File: config.mk
export PLATFORM = sky130hd
export DESIGN_NAME = fs_accel_pool_ctrl_flat
export DESIGN_NICKNAME = d
export VERILOG_FILES = /design/src/rtl/fs_accel_pool_ctrl_pkg.sv /design/src/rtl/fs_accel_pool_ctrl_if.sv /design/src/rtl/fs_accel_pool_ctrl_cnt.sv /design/src/rtl/fs_accel_pool_ctrl.sv /design/src/flat_wrapper.sv
export SDC_FILE = /design/constraint.sdc
export NUM_CORES = 1
export LEC_CHECK = 0
export CAP_MARGIN = 20
export CORE_MARGIN = 3
export CORE_UTILIZATION = 47
export CTS_BUF_LIST = sky130_fd_sc_hd__clkbuf_8 sky130_fd_sc_hd__clkbuf_16
export CTS_CLUSTER_SIZE = 24
export DETAILED_ROUTE_END_ITERATION = 7
export MAX_ROUTING_LAYER = met4
export PLACE_DENSITY = 0.72
export SLEW_MARGIN = 5
export SYNTH_ARGS = -nofsm -noshare
export SYNTH_HDL_FRONTEND = slang
export SYNTH_SLANG_ARGS = --single-unit
File: constraint.sdc
create_clock -name clk -period 1.8 [get_ports clk]
set_input_delay 0.18 -clock clk [delete_from_list [all_inputs] [get_ports clk]]
set_output_delay 0.18 -clock clk [all_outputs]
set_load 0.05 [all_outputs]
File: src/rtl/fs_accel_pool_ctrl_pkg.sv
`default_nettype none
// ============================================================================
// Module      : fs_accel_pkg
// Description : Shared types and constants for the 2x2 / stride-2 max-pool
//               sequencer (state encoding, lane count, select width).
// Revision    : 1.0 - initial release
// ============================================================================
package fs_accel_pkg;

    // Controller states; explicit 3-bit encoding
    typedef enum logic [2:0] {
        IDLE  = 3'd0,
        CLR   = 3'd1,
        FILL  = 3'd2,
        FLUSH = 3'd3,
        DRAIN = 3'd4,
        DONE  = 3'd5
    } state_t;

    // Compare lanes physically present in the pool datapath
    localparam int LANES = 13;

    // Width of the demux / output-mux lane selects
    localparam int SEL_W = 4;

    // Value every compare lane is cleared to (int8 minimum)
    localparam logic signed [7:0] PIX_MIN = 8'sh80;

    // Counter width for a modulus of n, never narrower than one bit
    function automatic int cnt_w(input int n);
        return (n > 1) ? $clog2(n) : 1;
    endfunction

endpackage
`default_nettype wire

File: src/rtl/fs_accel_pool_ctrl_if.sv
`default_nettype none
// ============================================================================
// Module      : fs_accel_pool_ctrl_if
// Description : Pixel-in / pooled-out handshakes plus the datapath control
//               bus of the max-pool sequencer. master = controller side.
// Revision    : 1.0 - initial release
// ============================================================================
interface fs_accel_pool_ctrl_if;
    import fs_accel_pkg::*;

    logic             in_valid;
    logic             in_ready;
    logic             out_ready;
    logic             out_valid;
    logic             buf_enb;
    logic             mpbuf_ld_wrn;
    logic [SEL_W-1:0] sel_demux;
    logic             cp_enb;
    logic             cp_clr;
    logic [SEL_W-1:0] sel_mux;

    modport master (
        input  in_valid, out_ready,
        output in_ready, out_valid, buf_enb, mpbuf_ld_wrn,
               sel_demux, cp_enb, cp_clr, sel_mux
    );

    modport slave (
        output in_valid, out_ready,
        input  in_ready, out_valid, buf_enb, mpbuf_ld_wrn,
               sel_demux, cp_enb, cp_clr, sel_mux
    );

endinterface
`default_nettype wire

File: src/rtl/fs_accel_pool_ctrl_cnt.sv
`default_nettype none
// ============================================================================
// Module      : fs_accel_pool_cnt
// Description : Position counters of the pool sequencer: input column, row
//               within the current row pair, row-pair index and drain lane,
//               with the wrap flags the FSM branches on.
// Revision    : 1.0 - initial release
// ============================================================================
module fs_accel_pool_cnt
    import fs_accel_pkg::*;
#(
    parameter int IN_W      = 26,
    parameter int IN_H      = 26,
    parameter int NUM_LANES = 13,
    parameter int COL_W     = 5
) (
    input  wire logic             clk,
    input  wire logic             resetn,
    input  wire logic             i_col_clr,
    input  wire logic             i_col_inc,
    input  wire logic             i_lane_inc,
    input  wire logic             i_row_inc,
    input  wire logic             i_row_clr,
    output logic [COL_W-1:0]      o_col,
    output logic [SEL_W-1:0]      o_lane,
    output logic                  o_pair_end,
    output logic                  o_lane_wrap,
    output logic                  o_row_last
);

    localparam int               ROW_W       = cnt_w(IN_H / 2);
    localparam logic [COL_W-1:0] c_COL_LAST  = COL_W'(IN_W - 1);
    localparam logic [SEL_W-1:0] c_LANE_LAST = SEL_W'(NUM_LANES - 1);
    localparam logic [ROW_W-1:0] c_ROW_LAST  = ROW_W'(IN_H / 2 - 1);

    logic [COL_W-1:0] r_col;
    logic             r_rsub;
    logic [ROW_W-1:0] r_row_pair;
    logic [SEL_W-1:0] r_lane;
    logic             w_col_wrap;

    assign w_col_wrap  = (r_col == c_COL_LAST);
    assign o_col       = r_col;
    assign o_lane      = r_lane;
    assign o_pair_end  = w_col_wrap && r_rsub;
    assign o_lane_wrap = (r_lane == c_LANE_LAST);
    assign o_row_last  = (r_row_pair == c_ROW_LAST);

    // Column walks the input row; rsub flips each time a row completes
    always_ff @(posedge clk) begin
        if (!resetn || i_col_clr) begin
            r_col  <= '0;
            r_rsub <= 1'b0;
        end else if (i_col_inc) begin
            if (w_col_wrap) begin
                r_col  <= '0;
                r_rsub <= ~r_rsub;
            end else begin
                r_col  <= r_col + 1'b1;
            end
        end
    end

    // Row-pair index advances between drains and returns to 0 at map end
    always_ff @(posedge clk) begin
        if (!resetn || i_row_clr) begin
            r_row_pair <= '0;
        end else if (i_row_inc) begin
            r_row_pair <= r_row_pair + 1'b1;
        end
    end

    // Drain lane steps per handoff and wraps after the last live lane
    always_ff @(posedge clk) begin
        if (!resetn) begin
            r_lane <= '0;
        end else if (i_lane_inc) begin
            r_lane <= o_lane_wrap ? '0 : r_lane + 1'b1;
        end
    end

endmodule
`default_nettype wire

File: src/rtl/fs_accel_pool_ctrl.sv
`default_nettype none
// ============================================================================
// Module      : fs_accel_pool_ctrl
// Description : Sequencer for the 2x2 / stride-2 max-pool datapath. Takes a
//               raster int8 pixel stream, steers buffer/compare lanes, and
//               drains each pooled row lane by lane downstream.
//               Optional macro FS_ACCEL_POOL_CTRL_PERF_EN adds stall_cnt.
// Revision    : 1.0 - initial release
// ============================================================================
module fs_accel_pool_ctrl
    import fs_accel_pkg::*;
#(
    parameter int IN_W = 26,
    parameter int IN_H = 26
) (
    input  wire logic            clk,
    input  wire logic            resetn,
    input  wire logic            start,
    output logic                 busy,
    output logic                 done,
`ifdef FS_ACCEL_POOL_CTRL_PERF_EN
    output logic [15:0]          stall_cnt,
`endif
    fs_accel_pool_ctrl_if.master pif
);

    localparam int COL_W         = cnt_w(IN_W);
    localparam int c_DRAIN_LANES = (IN_W / 2 < LANES) ? IN_W / 2 : LANES;

    state_t           r_state;
    state_t           w_state_nxt;
    logic             r_wr_pend;
    logic             r_pair_end;
    logic [SEL_W-1:0] r_sel_demux;

    logic [COL_W-1:0] w_col;
    logic [SEL_W-1:0] w_lane;
    logic [SEL_W-1:0] w_col_half;
    logic             w_pair_end;
    logic             w_lane_wrap;
    logic             w_row_last;
    logic             w_accept;
    logic             w_col_clr;
    logic             w_col_inc;
    logic             w_lane_inc;
    logic             w_row_inc;
    logic             w_row_clr;

    logic             w_in_ready;
    logic             w_out_valid;
    logic             w_buf_enb;
    logic             w_ld_wrn;
    logic [SEL_W-1:0] w_sel_demux;
    logic             w_cp_enb;
    logic             w_cp_clr;
    logic [SEL_W-1:0] w_sel_mux;
    logic             w_busy;
    logic             w_done;

    fs_accel_pool_cnt #(
        .IN_W      (IN_W),
        .IN_H      (IN_H),
        .NUM_LANES (c_DRAIN_LANES),
        .COL_W     (COL_W)
    ) u_cnt (
        .clk         (clk),
        .resetn      (resetn),
        .i_col_clr   (w_col_clr),
        .i_col_inc   (w_col_inc),
        .i_lane_inc  (w_lane_inc),
        .i_row_inc   (w_row_inc),
        .i_row_clr   (w_row_clr),
        .o_col       (w_col),
        .o_lane      (w_lane),
        .o_pair_end  (w_pair_end),
        .o_lane_wrap (w_lane_wrap),
        .o_row_last  (w_row_last)
    );

    // Horizontal pairs of columns share one compare lane
    assign w_col_half = SEL_W'(w_col >> 1);

    // The buffer cannot load and write in one cycle, so a pending write blocks the next accept
    assign w_accept = (r_state == FILL) && !r_wr_pend && pif.in_valid;

    // Next-state and datapath control decode
    always_comb begin
        w_state_nxt = r_state;
        w_in_ready  = 1'b0;
        w_out_valid = 1'b0;
        w_buf_enb   = 1'b0;
        w_ld_wrn    = 1'b0;
        w_sel_demux = '0;
        w_cp_enb    = 1'b0;
        w_cp_clr    = 1'b0;
        w_sel_mux   = '0;
        w_busy      = 1'b0;
        w_done      = 1'b0;
        w_col_clr   = 1'b0;
        w_col_inc   = 1'b0;
        w_lane_inc  = 1'b0;
        w_row_inc   = 1'b0;
        w_row_clr   = 1'b0;
        case (r_state)
            IDLE: begin
                if (start) begin
                    w_state_nxt = CLR;
                end
            end
            CLR: begin
                w_busy      = 1'b1;
                w_cp_clr    = 1'b1;
                w_col_clr   = 1'b1;
                w_state_nxt = FILL;
            end
            FILL: begin
                w_busy     = 1'b1;
                w_in_ready = !r_wr_pend;
                if (w_accept) begin
                    w_buf_enb = 1'b1;
                    w_ld_wrn  = 1'b1;
                    w_col_inc = 1'b1;
                end
                if (r_wr_pend) begin
                    w_buf_enb   = 1'b1;
                    w_cp_enb    = 1'b1;
                    w_sel_demux = r_sel_demux;
                    // Leave only once the final pixel of the row pair has been written
                    if (r_pair_end) begin
                        w_state_nxt = FLUSH;
                    end
                end
            end
            FLUSH: begin
                w_busy      = 1'b1;
                w_state_nxt = DRAIN;
            end
            DRAIN: begin
                w_busy      = 1'b1;
                w_out_valid = 1'b1;
                w_sel_mux   = w_lane;
                if (pif.out_ready) begin
                    w_lane_inc = 1'b1;
                    if (w_lane_wrap) begin
                        if (w_row_last) begin
                            w_state_nxt = DONE;
                        end else begin
                            w_row_inc   = 1'b1;
                            w_state_nxt = CLR;
                        end
                    end
                end
            end
            DONE: begin
                w_done      = 1'b1;
                w_row_clr   = 1'b1;
                w_state_nxt = IDLE;
            end
            default: begin
                w_state_nxt = IDLE;
            end
        endcase
    end

    // State register plus the one-deep pending-write record of the last accept
    always_ff @(posedge clk) begin
        if (!resetn) begin
            r_state     <= IDLE;
            r_wr_pend   <= 1'b0;
            r_pair_end  <= 1'b0;
            r_sel_demux <= '0;
        end else begin
            r_state   <= w_state_nxt;
            r_wr_pend <= w_accept;
            if (w_accept) begin
                r_sel_demux <= w_col_half;
                r_pair_end  <= w_pair_end;
            end
        end
    end

    assign pif.in_ready     = w_in_ready;
    assign pif.out_valid    = w_out_valid;
    assign pif.buf_enb      = w_buf_enb;
    assign pif.mpbuf_ld_wrn = w_ld_wrn;
    assign pif.sel_demux    = w_sel_demux;
    assign pif.cp_enb       = w_cp_enb;
    assign pif.cp_clr       = w_cp_clr;
    assign pif.sel_mux      = w_sel_mux;
    assign busy             = w_busy;
    assign done             = w_done;

`ifdef FS_ACCEL_POOL_CTRL_PERF_EN
    logic [15:0] r_stall_cnt;
    logic        w_stall;

    assign w_stall = ((r_state == DRAIN) && !pif.out_ready) ||
                     ((r_state == FILL)  && !pif.in_valid);

    // Saturating count of starved fill cycles and back-pressured drain cycles
    always_ff @(posedge clk) begin
        if (!resetn) begin
            r_stall_cnt <= '0;
        end else if ((r_state == IDLE) && start) begin
            r_stall_cnt <= '0;
        end else if (w_stall && (r_stall_cnt != 16'hFFFF)) begin
            r_stall_cnt <= r_stall_cnt + 16'd1;
        end
    end

    assign stall_cnt = r_stall_cnt;
`endif

endmodule
`default_nettype wire

File: src/flat_wrapper.sv
// flat-port wrapper written by rule: the top's interface ports become plain ports
module fs_accel_pool_ctrl_flat import fs_accel_pkg::*;
#(
    parameter int IN_W = 26,
    parameter int IN_H = 26
)
  (clk, resetn, start, busy, done, pif_in_valid, pif_out_ready, pif_in_ready, pif_out_valid, pif_buf_enb, pif_mpbuf_ld_wrn, pif_sel_demux, pif_cp_enb, pif_cp_clr, pif_sel_mux);
  fs_accel_pool_ctrl_if pif_i ();
  input  wire logic clk;
  input  wire logic resetn;
  input  wire logic start;
  output logic busy;
  output logic done;
  input wire logic [$bits(pif_i.in_valid)-1:0] pif_in_valid;
  input wire logic [$bits(pif_i.out_ready)-1:0] pif_out_ready;
  output wire logic [$bits(pif_i.in_ready)-1:0] pif_in_ready;
  output wire logic [$bits(pif_i.out_valid)-1:0] pif_out_valid;
  output wire logic [$bits(pif_i.buf_enb)-1:0] pif_buf_enb;
  output wire logic [$bits(pif_i.mpbuf_ld_wrn)-1:0] pif_mpbuf_ld_wrn;
  output wire logic [$bits(pif_i.sel_demux)-1:0] pif_sel_demux;
  output wire logic [$bits(pif_i.cp_enb)-1:0] pif_cp_enb;
  output wire logic [$bits(pif_i.cp_clr)-1:0] pif_cp_clr;
  output wire logic [$bits(pif_i.sel_mux)-1:0] pif_sel_mux;
  assign pif_i.in_valid = pif_in_valid;
  assign pif_i.out_ready = pif_out_ready;
  assign pif_in_ready = pif_i.in_ready;
  assign pif_out_valid = pif_i.out_valid;
  assign pif_buf_enb = pif_i.buf_enb;
  assign pif_mpbuf_ld_wrn = pif_i.mpbuf_ld_wrn;
  assign pif_sel_demux = pif_i.sel_demux;
  assign pif_cp_enb = pif_i.cp_enb;
  assign pif_cp_clr = pif_i.cp_clr;
  assign pif_sel_mux = pif_i.sel_mux;
  fs_accel_pool_ctrl #(.IN_W(IN_W), .IN_H(IN_H)) u_core (.clk(clk), .resetn(resetn), .start(start), .busy(busy), .done(done), .pif(pif_i));
endmodule
==> results of run 1 <==
-- power groups by stage --
stage	clock, W	sequential, W	combinational, W
after global placement	0	0.000537	0.000190
after detailed placement	0	0.000538	0.000193
after global routing	0.000333	0.000528	0.000224
final	0.000314	0.000527	0.000212
after floorplan	0	0.000531	0.000117
after CTS	0.000324	0.000527	0.000204
-- flip-flops by register name, indices dropped and copies added, names as in the netlist --
name and flops:
u_core.u_cnt.r_rsub 1, u_core.r_wr_pend 1, u_core.u_cnt.o_lane 4, u_core.u_cnt.r_row_pair 4, u_core.r_state 3, u_core.r_pair_end 1, u_core.u_cnt.o_col 5, u_core.r_sel_demux 4
-- cells in the mapped netlist (2+ instances only) --
cell / count / area (um^2)
or4_1: 4 / 30.0
or3b_2: 2 / 17.5
nor3_1: 2 / 10.0
o21ai_0: 8 / 40.0
nand4_1: 4 / 25.0
mux2i_1: 3 / 30.0
clkinv_1: 2 / 7.51
and3_1: 3 / 18.8
nand3_1: 15 / 75.1
o21a_1: 2 / 15.0
nand2_1: 4 / 15.0
nand3b_1: 4 / 30.0
clkbuf_1: 6 / 22.5
inv_1: 11 / 41.3
o22ai_1: 2 / 12.5
dfxtp_1: 23 / 460
xnor2_1: 2 / 17.5
or2_2: 2 / 12.5
a211oi_1: 6 / 45.0
a21oi_1: 11 / 55.1
nor2_1: 5 / 18.8
ha_1: 6 / 75.1
and2_1: 6 / 37.5
-- layout make-up --
cell class                 count  area (um^2)  area share (%)
tap                           30         37.5            2.11
clock inverter                 1         3.75           0.211
sequential                    23          467            26.2
clock buffer                   3         41.3            2.32
multi-input combinational    106          721            40.5
timing repair buffer          32          454            25.5
inverter                      13         55.1            3.09
-- critical path, stage by stage, from the launching register on --
cell,delay (ns)
dfxtp_4,0.38
or3b_4,0.42
buf_6,0.15
clkinv_4,0.08
and2_4,0.16
buf_12,0.13
-- worst min-delay path by stage --
| stage | depth (start not counted) | from | slack [ns] | end |
|---|---|---|---|---|
| finish | 2 | u_core.r_sel_demux[2]$_SDFFE_PN0P_ | 0.48 | u_core.r_sel_demux[2]$_SDFFE_PN0P_ |
| global route | 1 | u_core.r_state[0]$_SDFFE_PN0P_ | 0.49 | u_core.r_state[0]$_SDFFE_PN0P_ |
| CTS | 2 | u_core.r_sel_demux[0]$_SDFFE_PN0P_ | 0.48 | u_core.r_sel_demux[0]$_SDFFE_PN0P_ |
| detailed placement | 2 | u_core.r_sel_demux[0]$_SDFFE_PN0P_ | 0.46 | u_core.r_sel_demux[0]$_SDFFE_PN0P_ |
| global placement | 2 | u_core.r_sel_demux[0]$_SDFFE_PN0P_ | 0.46 | u_core.r_sel_demux[0]$_SDFFE_PN0P_ |
| floorplan | 2 | resetn | 0.32 | u_core.u_cnt.r_row_pair[2]$_SDFFE_PP0P_ |
-- placed cells by master, fill, tap and decap left out, types with 6 or more instances in the layout --
cell type	instances
a21oi_1	11
buf_4	11
nand3_1	15
buf_12	16
inv_1	12
a211oi_1	6
dfxtp_1	20
ha_1	6
o21ai_0	8
-- layer usage --
metal  vias to the layer above  GRT usage (%)  wire length [um]
li1                        607              -                 -
met1                       554           23.4              1370
met2                        33           27.7              1290
met3                         4           4.23               160
met4                         0           4.64                16
met5                         -              -                 0
-- kinds of logic after synthesis --
family | synth area share, %
adder cells (fa/ha/maj) | 5.93
flip-flops | 36.4
AND/OR/NAND/NOR | 27.9
XOR/XNOR | 1.38
multiplexers | 2.37
buffers and inverters | 7.51
AO/OA/AOI/OAI | 18.6
-- metrics by stage --
step | setup WS, ns | utilization, % | hold slack (ns)
after floorplan | 0.00357 | - | 0.319
after global placement | 0.109 | 66.5 | 0.457
after detailed placement | 0.0523 | 66.5 | 0.464
after CTS | 0.00586 | 69.7 | 0.476
after global routing | 0.00590 | 70.5 | 0.493
final | 0.0384 | 70.5 | 0.477
-- what timing repair did --
action	in CTS	in global routing
pin swaps	0	0
gates resized for setup	7	3
buffers inserted	3	2
setup endpoints to repair	6	7
cloned	0	0
==> run summary, run 1 <==
The initial antenna violation count is 0, and the area after detailed placement is 1680 um^2. The global routing usage summed across all routing layers was 17.9%; the pin count of the biggest net entering global routing was 15. Synthesized area per cell: 8.39 um^2. TritonCTS built the clock tree. During synthesis, Yosys emitted a total of 0 warnings. For the total internal power, the log shows 0.000765 W.

The flop-to-flop setup slack is 0.06 ns, and the required time of the critical path is 1.62 ns. The number of flip-flops and latches in the synthesized netlist is 23. STA classifies the critical path startpoint as a register. The share of the clock period used by the worst path after layout was 97.9%; the core box area was 2520 um^2.

The quantity of I/O buffers inserted on ports is 20. The first TritonRoute pass finished after 4 iterations. The via count normalized by instance count works out to 5.76. For this block, the initial DRC count from the detailed router was 48. The fraction of layout instances using a drive strength above 1 was 25.8%. In the synthesized netlist the dominant register cell turns out to be dfxtp_1. Setup repair after global routing left no endpoint under its margin. The final number of hold-violating endpoints was 0; the boundary pin count was 21.

The number of fillers in the final layout was 193. The flow ran to the end, and the final reports show no timing, DRC or antenna violations. In this run the worst hold path is classified as register to register. Summing over every cut layer, the via total after detailed routing is 1198. In this run the worst setup path terminates at pif_sel_mux[2].

Data on the critical path arrives at its endpoint at 1.58 ns. The count of nets left with antenna violations after detail routing came out at 0. For the worst-skew pair, the clock arrives at the later sink with an insertion delay of 0.26 ns. For this run the aggregate overflow at the end of global routing stands at 0. The number of antenna diodes in the final layout is 0.

The worst setup path is captured at an output port. In this run, post-CTS hold repair placed 0 buffers. The die is 57.9 um tall.

The transition time of the tightest slew-check pin is 0.387 ns. For the final routed database, the setup TNS stands at 0 ns. The finished cells cover 1780 um^2. The relative slew slack is 74.0%.

The cell at the root of the clock tree is clkbuf_8. Once the floorplan was initialized, standard cells occupied 50.2% of the core. The total nets after synthesis was 162. Counting I/O delays and the setup requirement, the final critical path takes 1.76 ns.

CTS saw 23 sinks. The via count of the first global-routing pass is 1086, and the setup-violating endpoint count in the final report is 0. The clock network fraction of total power was 29.8%. The total number of H-tree levels was 1. The maximum fanout along the worst path was 9; the sequential power share was 50.0%. Clock skew on the completed layout was measured at 0.00909 ns. The max-cap violation count is 0.

The startpoint identified for the worst register-to-register timing path is u_core.r_state[0]$_SDFFE_PN0P_. Combinational logic burns 20.1% of the power. After synthesis, the share of flip-flops with an asynchronous set or reset is 0%.

The final layout contains 190 nets. The tools report the maximum frequency from static timing analysis as 568 MHz. The clock buffer count from CTS is 3, and the share of total power consumed by net switching is 27.4%. The die is 57.9 um wide. The wire length of the first global-routing pass came out at 4690 um. The leakage dissipation was 0.702 nW; the area of the mapped netlist was 1270 um^2.

The clock slew seen by the registers of the worst setup and hold paths is 0.08 ns, and the total number of placement rows is 18. The gate count of the mapped netlist came out at 151. From synthesis to final layout, the design area changed by 40.5%. Counting cells, the worst reg-to-reg path comes to 3. Counting flops with a built-in enable in the synthesized netlist gives 0. The run gives 41 as the distinct cell type count of the synthesized netlist.

In the final routed layout, each cell accounts on average for 13.6 um. The final-report max-slew violation count is 0, and the number of remaining DRC errors is 0. Dividing total power by cell area gives a power density of 592 nW/um^2.

The maximum buffer depth of the clock tree came out at 2. Detailed placement ended at an HPWL of 2120 um. The capturing point of the worst reg2reg path was u_core.u_cnt.r_rsub$_SDFFE_PP0P_.

Overall power consumption after layout is estimated at 0.00105 W. Leaving out filler cells and counting taps, the final layout contains 208. The full die area came out at 3350 um^2. The run gives 0.834 as the final weighted congestion in routability-driven placement. Summed over all layers, the routed wires come to 2840 um. VDD sags by at most 0.704 mV. Sequential elements use 36.4% of the synthesized area. In this run the power spent charging and discharging nets is 0.000288 W.

Launching element of the worst setup path: u_core.r_state[0]$_SDFFE_PN0P_. The critical path is of the register to output port type. Including well taps, the total number of placed cells is 199.
No activity file was read; power rests on OpenSTA's default activity.
==> inputs of run 2 (changes only) <==
--- a/config.mk
+++ b/config.mk
@@ -12,7 +12,7 @@
 export CTS_CLUSTER_SIZE = 24
 export DETAILED_ROUTE_END_ITERATION = 7
 export MAX_ROUTING_LAYER = met4
-export PLACE_DENSITY = 0.72
+export PLACE_DENSITY = 0.74
 export SLEW_MARGIN = 5
 export SYNTH_ARGS = -nofsm -noshare
 export SYNTH_HDL_FRONTEND = slang
==> run summary, run 2 (same netlist as run 1, synthesis figures left out) <==
The share of the clock period used by the worst path after layout works out to 97.9% (about the same). The y dimension of the die was 57.9 um (unchanged); the transition time of the tightest slew-check pin was 0.377 ns (-0.0106 ns). The final wirelength was 3070 um (+8.1%). The initial core utilization is 50.2% (unchanged), and the count of nets left with antenna violations after detail routing is 0 (unchanged). The run gives 734 um^2 (+1.9%) as the area of the multi-input gates. The endpoint identified for the worst register-to-register timing path is u_core.u_cnt.r_row_pair[2]$_SDFFE_PP0P_. The run finished with clean final reports. Clock buffer count from CTS: 3 (unchanged). The width of the die came out at 57.9 um (unchanged). The antenna diode count was 0 (unchanged). The data arrival time of the critical path was 1.58 ns (about the same); the HPWL after detailed placement was 2250 um (+5.9%). For the total via count in the routed design, the log shows 1249 (+4.3%).

The combined buffer and inverter count along the critical path was 2 (-1); the cell area after layout was 1810 um^2 (+2.0%). The post-detailed-route wirelength per cell was 14.5 um (+6.5%); the leakage dissipation was 0.711 nW (+1.3%). The starting DRC count in detailed routing came out at 37 (-23%). In this run the critical register-to-register path is launched from u_core.u_cnt.o_lane[0]$_SDFFE_PN0P_. For the total internal power, the log shows 0.000768 W (+0.37%).

Minimum clock period: 1.76 ns (+0.000585 ns). The final weighted congestion in routability-driven placement came out at 0.823 (-1.3%). The signal on the critical path passes through or4b_4 > clkinvlp_4 > buf_12. The boundary pin count was 21 (unchanged); the pin count of the biggest net entering global routing was 13 (-2). In this design, the largest share of critical-path delay is due to simple AND/OR/NAND/NOR gates. The setup total negative slack was 0 ns (unchanged); the count of hold-fix buffers inserted at cts was 0 (unchanged).

Setup repair after global routing could not meet its margin everywhere. The clock slew seen by the registers of the worst setup and hold paths is 0.08 ns (about the same). The maximum frequency from static timing analysis is 567 MHz (about the same). The share of total power consumed by net switching was 27.3% (about the same); the number of cells on the worst reg-to-reg path was 6 (+3).

For the total number of H-tree levels, the log shows 1 (unchanged). In the layout the commonest cells are 20 x dfxtp_1, 16 x buf_12, 15 x nand3_1, 15 x buf_4, 12 x inv_1. The tools report the net count of the finished layout as 193 (+1.6%). The pre-CTS setup slack was 0.0119 ns (-0.0404 ns); the minimum setup slack in the final design was 0.0378 ns (-0.000585 ns).

The required time of the critical path was 1.62 ns (about the same); the area growth from synthesis to layout was 43.3%. The maximum fanout along the worst path is 11 (+2). The via count normalized by instance count was 5.92 (+2.8%).

TritonCTS built the clock tree. Maximum buffer depth of the clock tree: 2 (unchanged). The core box area is 2520 um^2 (unchanged), and the relative slew slack is 74.8% (+0.88 points). The final worst clock skew is 0.00312 ns (-0.00597 ns), and the number of remaining DRC errors is 0 (unchanged).

The tools report the setup-violating endpoint count in the final report as 0 (unchanged). The slowest stage of the critical path is the or4b_4 cell. The via count of the first global-routing pass is 1163 (+7.1%), and the detailed-router iteration count before antenna repair is 4 (unchanged). The full die area was 3350 um^2 (unchanged).

The tightest min-delay check is of the register to register type. The run gives 0.472 ns (-0.00542 ns) as the post-route worst hold slack. The startpoint identified for the worst hold timing path is u_core.r_state[0]$_SDFFE_PN0P_.

The fraction of layout instances using a drive strength above 1 is 27.6% (+1.8 points). The TritonCTS sink count is 23 (unchanged), and the post-layout total power is 0.00106 W (+0.37%). The count of cells along the worst hold path came out at 1 (-1). The tools report the net switching power as 0.000289 W (+0.35%). CTS placed an instance of clkbuf_8 at the clock tree root. The initial antenna violation count was 0 (unchanged). The sequential cell area is 467 um^2 (unchanged), and the final number of hold-violating endpoints is 0 (unchanged). The worst setup path category was register to output port. The max-cap violation count was 0 (unchanged). Clock network fraction of total power: 29.4% (-0.4 points).

The run gives 20.7% (+0.6 points) as the combinational group share of total power. The end point of the most critical hold path is u_core.r_state[0]$_SDFFE_PN0P_. The final-report max-slew violation count was 0 (unchanged); the number of fillers in the final layout was 173 (-10%). The worst setup path is launched from a register. The sequential power share was 49.9% (about the same). The logs give 0.449 mV (-36%) for the maximum vdd drop and 0.06 ns (about the same) for the flop-to-flop setup slack.

Power density normalized to cell area: 583 nW/um^2 (-1.6%). STA classifies the critical path endpoint as an output port. The logs give 1680 um^2 (+0.45%) for the area after detailed placement and 18 (unchanged) for the total number of placement rows. The run gives 0.26 ns (about the same) as the worst-skew pair later-pin latency. The global routing usage summed across all routing layers is 19.7% (+1.9 points). The overflow left after global routing is 0 (unchanged).

Flip-flop count of the largest register after layout: 5 (unchanged). The wire length of the first global-routing pass is 5090 um (+8.5%), and the maximum cell stage delay along the critical path is 0.61 ns (+0.19 ns). Quantity of I/O buffers inserted on ports: 20 (unchanged).

The most frequent standard cell in the layout excluding fill and tap cells was dfxtp_1.
## run 2: changes by cell type in the layout (fill, tap and decap cells not counted), sizes merged
| cell | change |
|---|---|
| buf | +3 |
| clkinv | -1 |
| clkinvlp | +1 |
## run 2: how the worst max path moves through the flow
| stage | start | to | slack (ns) | cells past startpoint |
|---|---|---|---|---|
| 2_1_floorplan | u_core.r_state[1]$_SDFFE_PN0P_ | pif_sel_demux[0] | 0.004 | 3 |
| 3_3_place_gp | pif_out_ready | u_core.r_state[0]$_SDFFE_PN0P_ | 0.05 | 4 |
| 3_5_place_dp | pif_out_ready | u_core.r_state[0]$_SDFFE_PN0P_ | 0.01 | 4 |
| 4_1_cts | u_core.r_state[0]$_SDFFE_PN0P_ | pif_in_ready | 0.003 | 3 |
| 5_1_grt | u_core.u_cnt.o_lane[0]$_SDFFE_PN0P_ | u_core.u_cnt.r_row_pair[2]$_SDFFE_PP0P_ | -0.02 | 6 |
| 6_report | u_core.r_state[0]$_SDFFE_PN0P_ | pif_in_ready | 0.04 | 3 |
## run 2: metal layers
metal	up-vias	wire [um]	track usage [%]
li1	612	-	-
met2	37	1500	31.0
met3	5	183	3.34
met4	0	35	9.60
met1	595	1350	24.5
met5	-	0	-
## run 2: metrics by stage
| step | util, % | cells |
|---|---|---|
| 6_report | 71.9 | 211 |
| 5_1_grt | 71.9 | 211 |
| 4_1_cts | 69.1 | 204 |
| 3_5_place_dp | 66.8 | 200 |
| 3_3_place_gp | 66.8 | 200 |
| 2_1_floorplan | - | 151 |
## run 2: what timing repair did
item,in CTS,in global routing
gates cloned,0,0
gates resized for setup,8,4
endpoints found under the setup margin,4,9
pin swaps,1,1
setup buffers,0,7
## run 2: final cells by class
class                   count  share of cell area [%]
multi-input cells         106                    40.5
repair buffers             35                    26.1
flip-flops and latches     23                    25.7
inverters                  13                    3.17
clock buffers               3                    2.28
well taps                  30                    2.07
clock inverters             1                   0.207
## run 2: power by group through the flow
stage	Sequential [W]	Combinational [W]	Clock, W
6_report	0.000528	0.000219	0.000310
5_1_grt	0.000529	0.000231	0.000344
4_1_cts	0.000528	0.000200	0.000320
3_3_place_gp	0.000538	0.000194	0
2_1_floorplan	0.000531	0.000117	0
3_5_place_dp	0.000539	0.000198	0
## run 2: worst register-to-register path, cell delays in order (launching register included)
cell	delay (ns)
dfxtp_1	0.33
inv_1	0.12
ha_1	0.18
nand4_1	0.27
buf_4	0.25
o41ai_1	0.33
a211oi_1	0.13
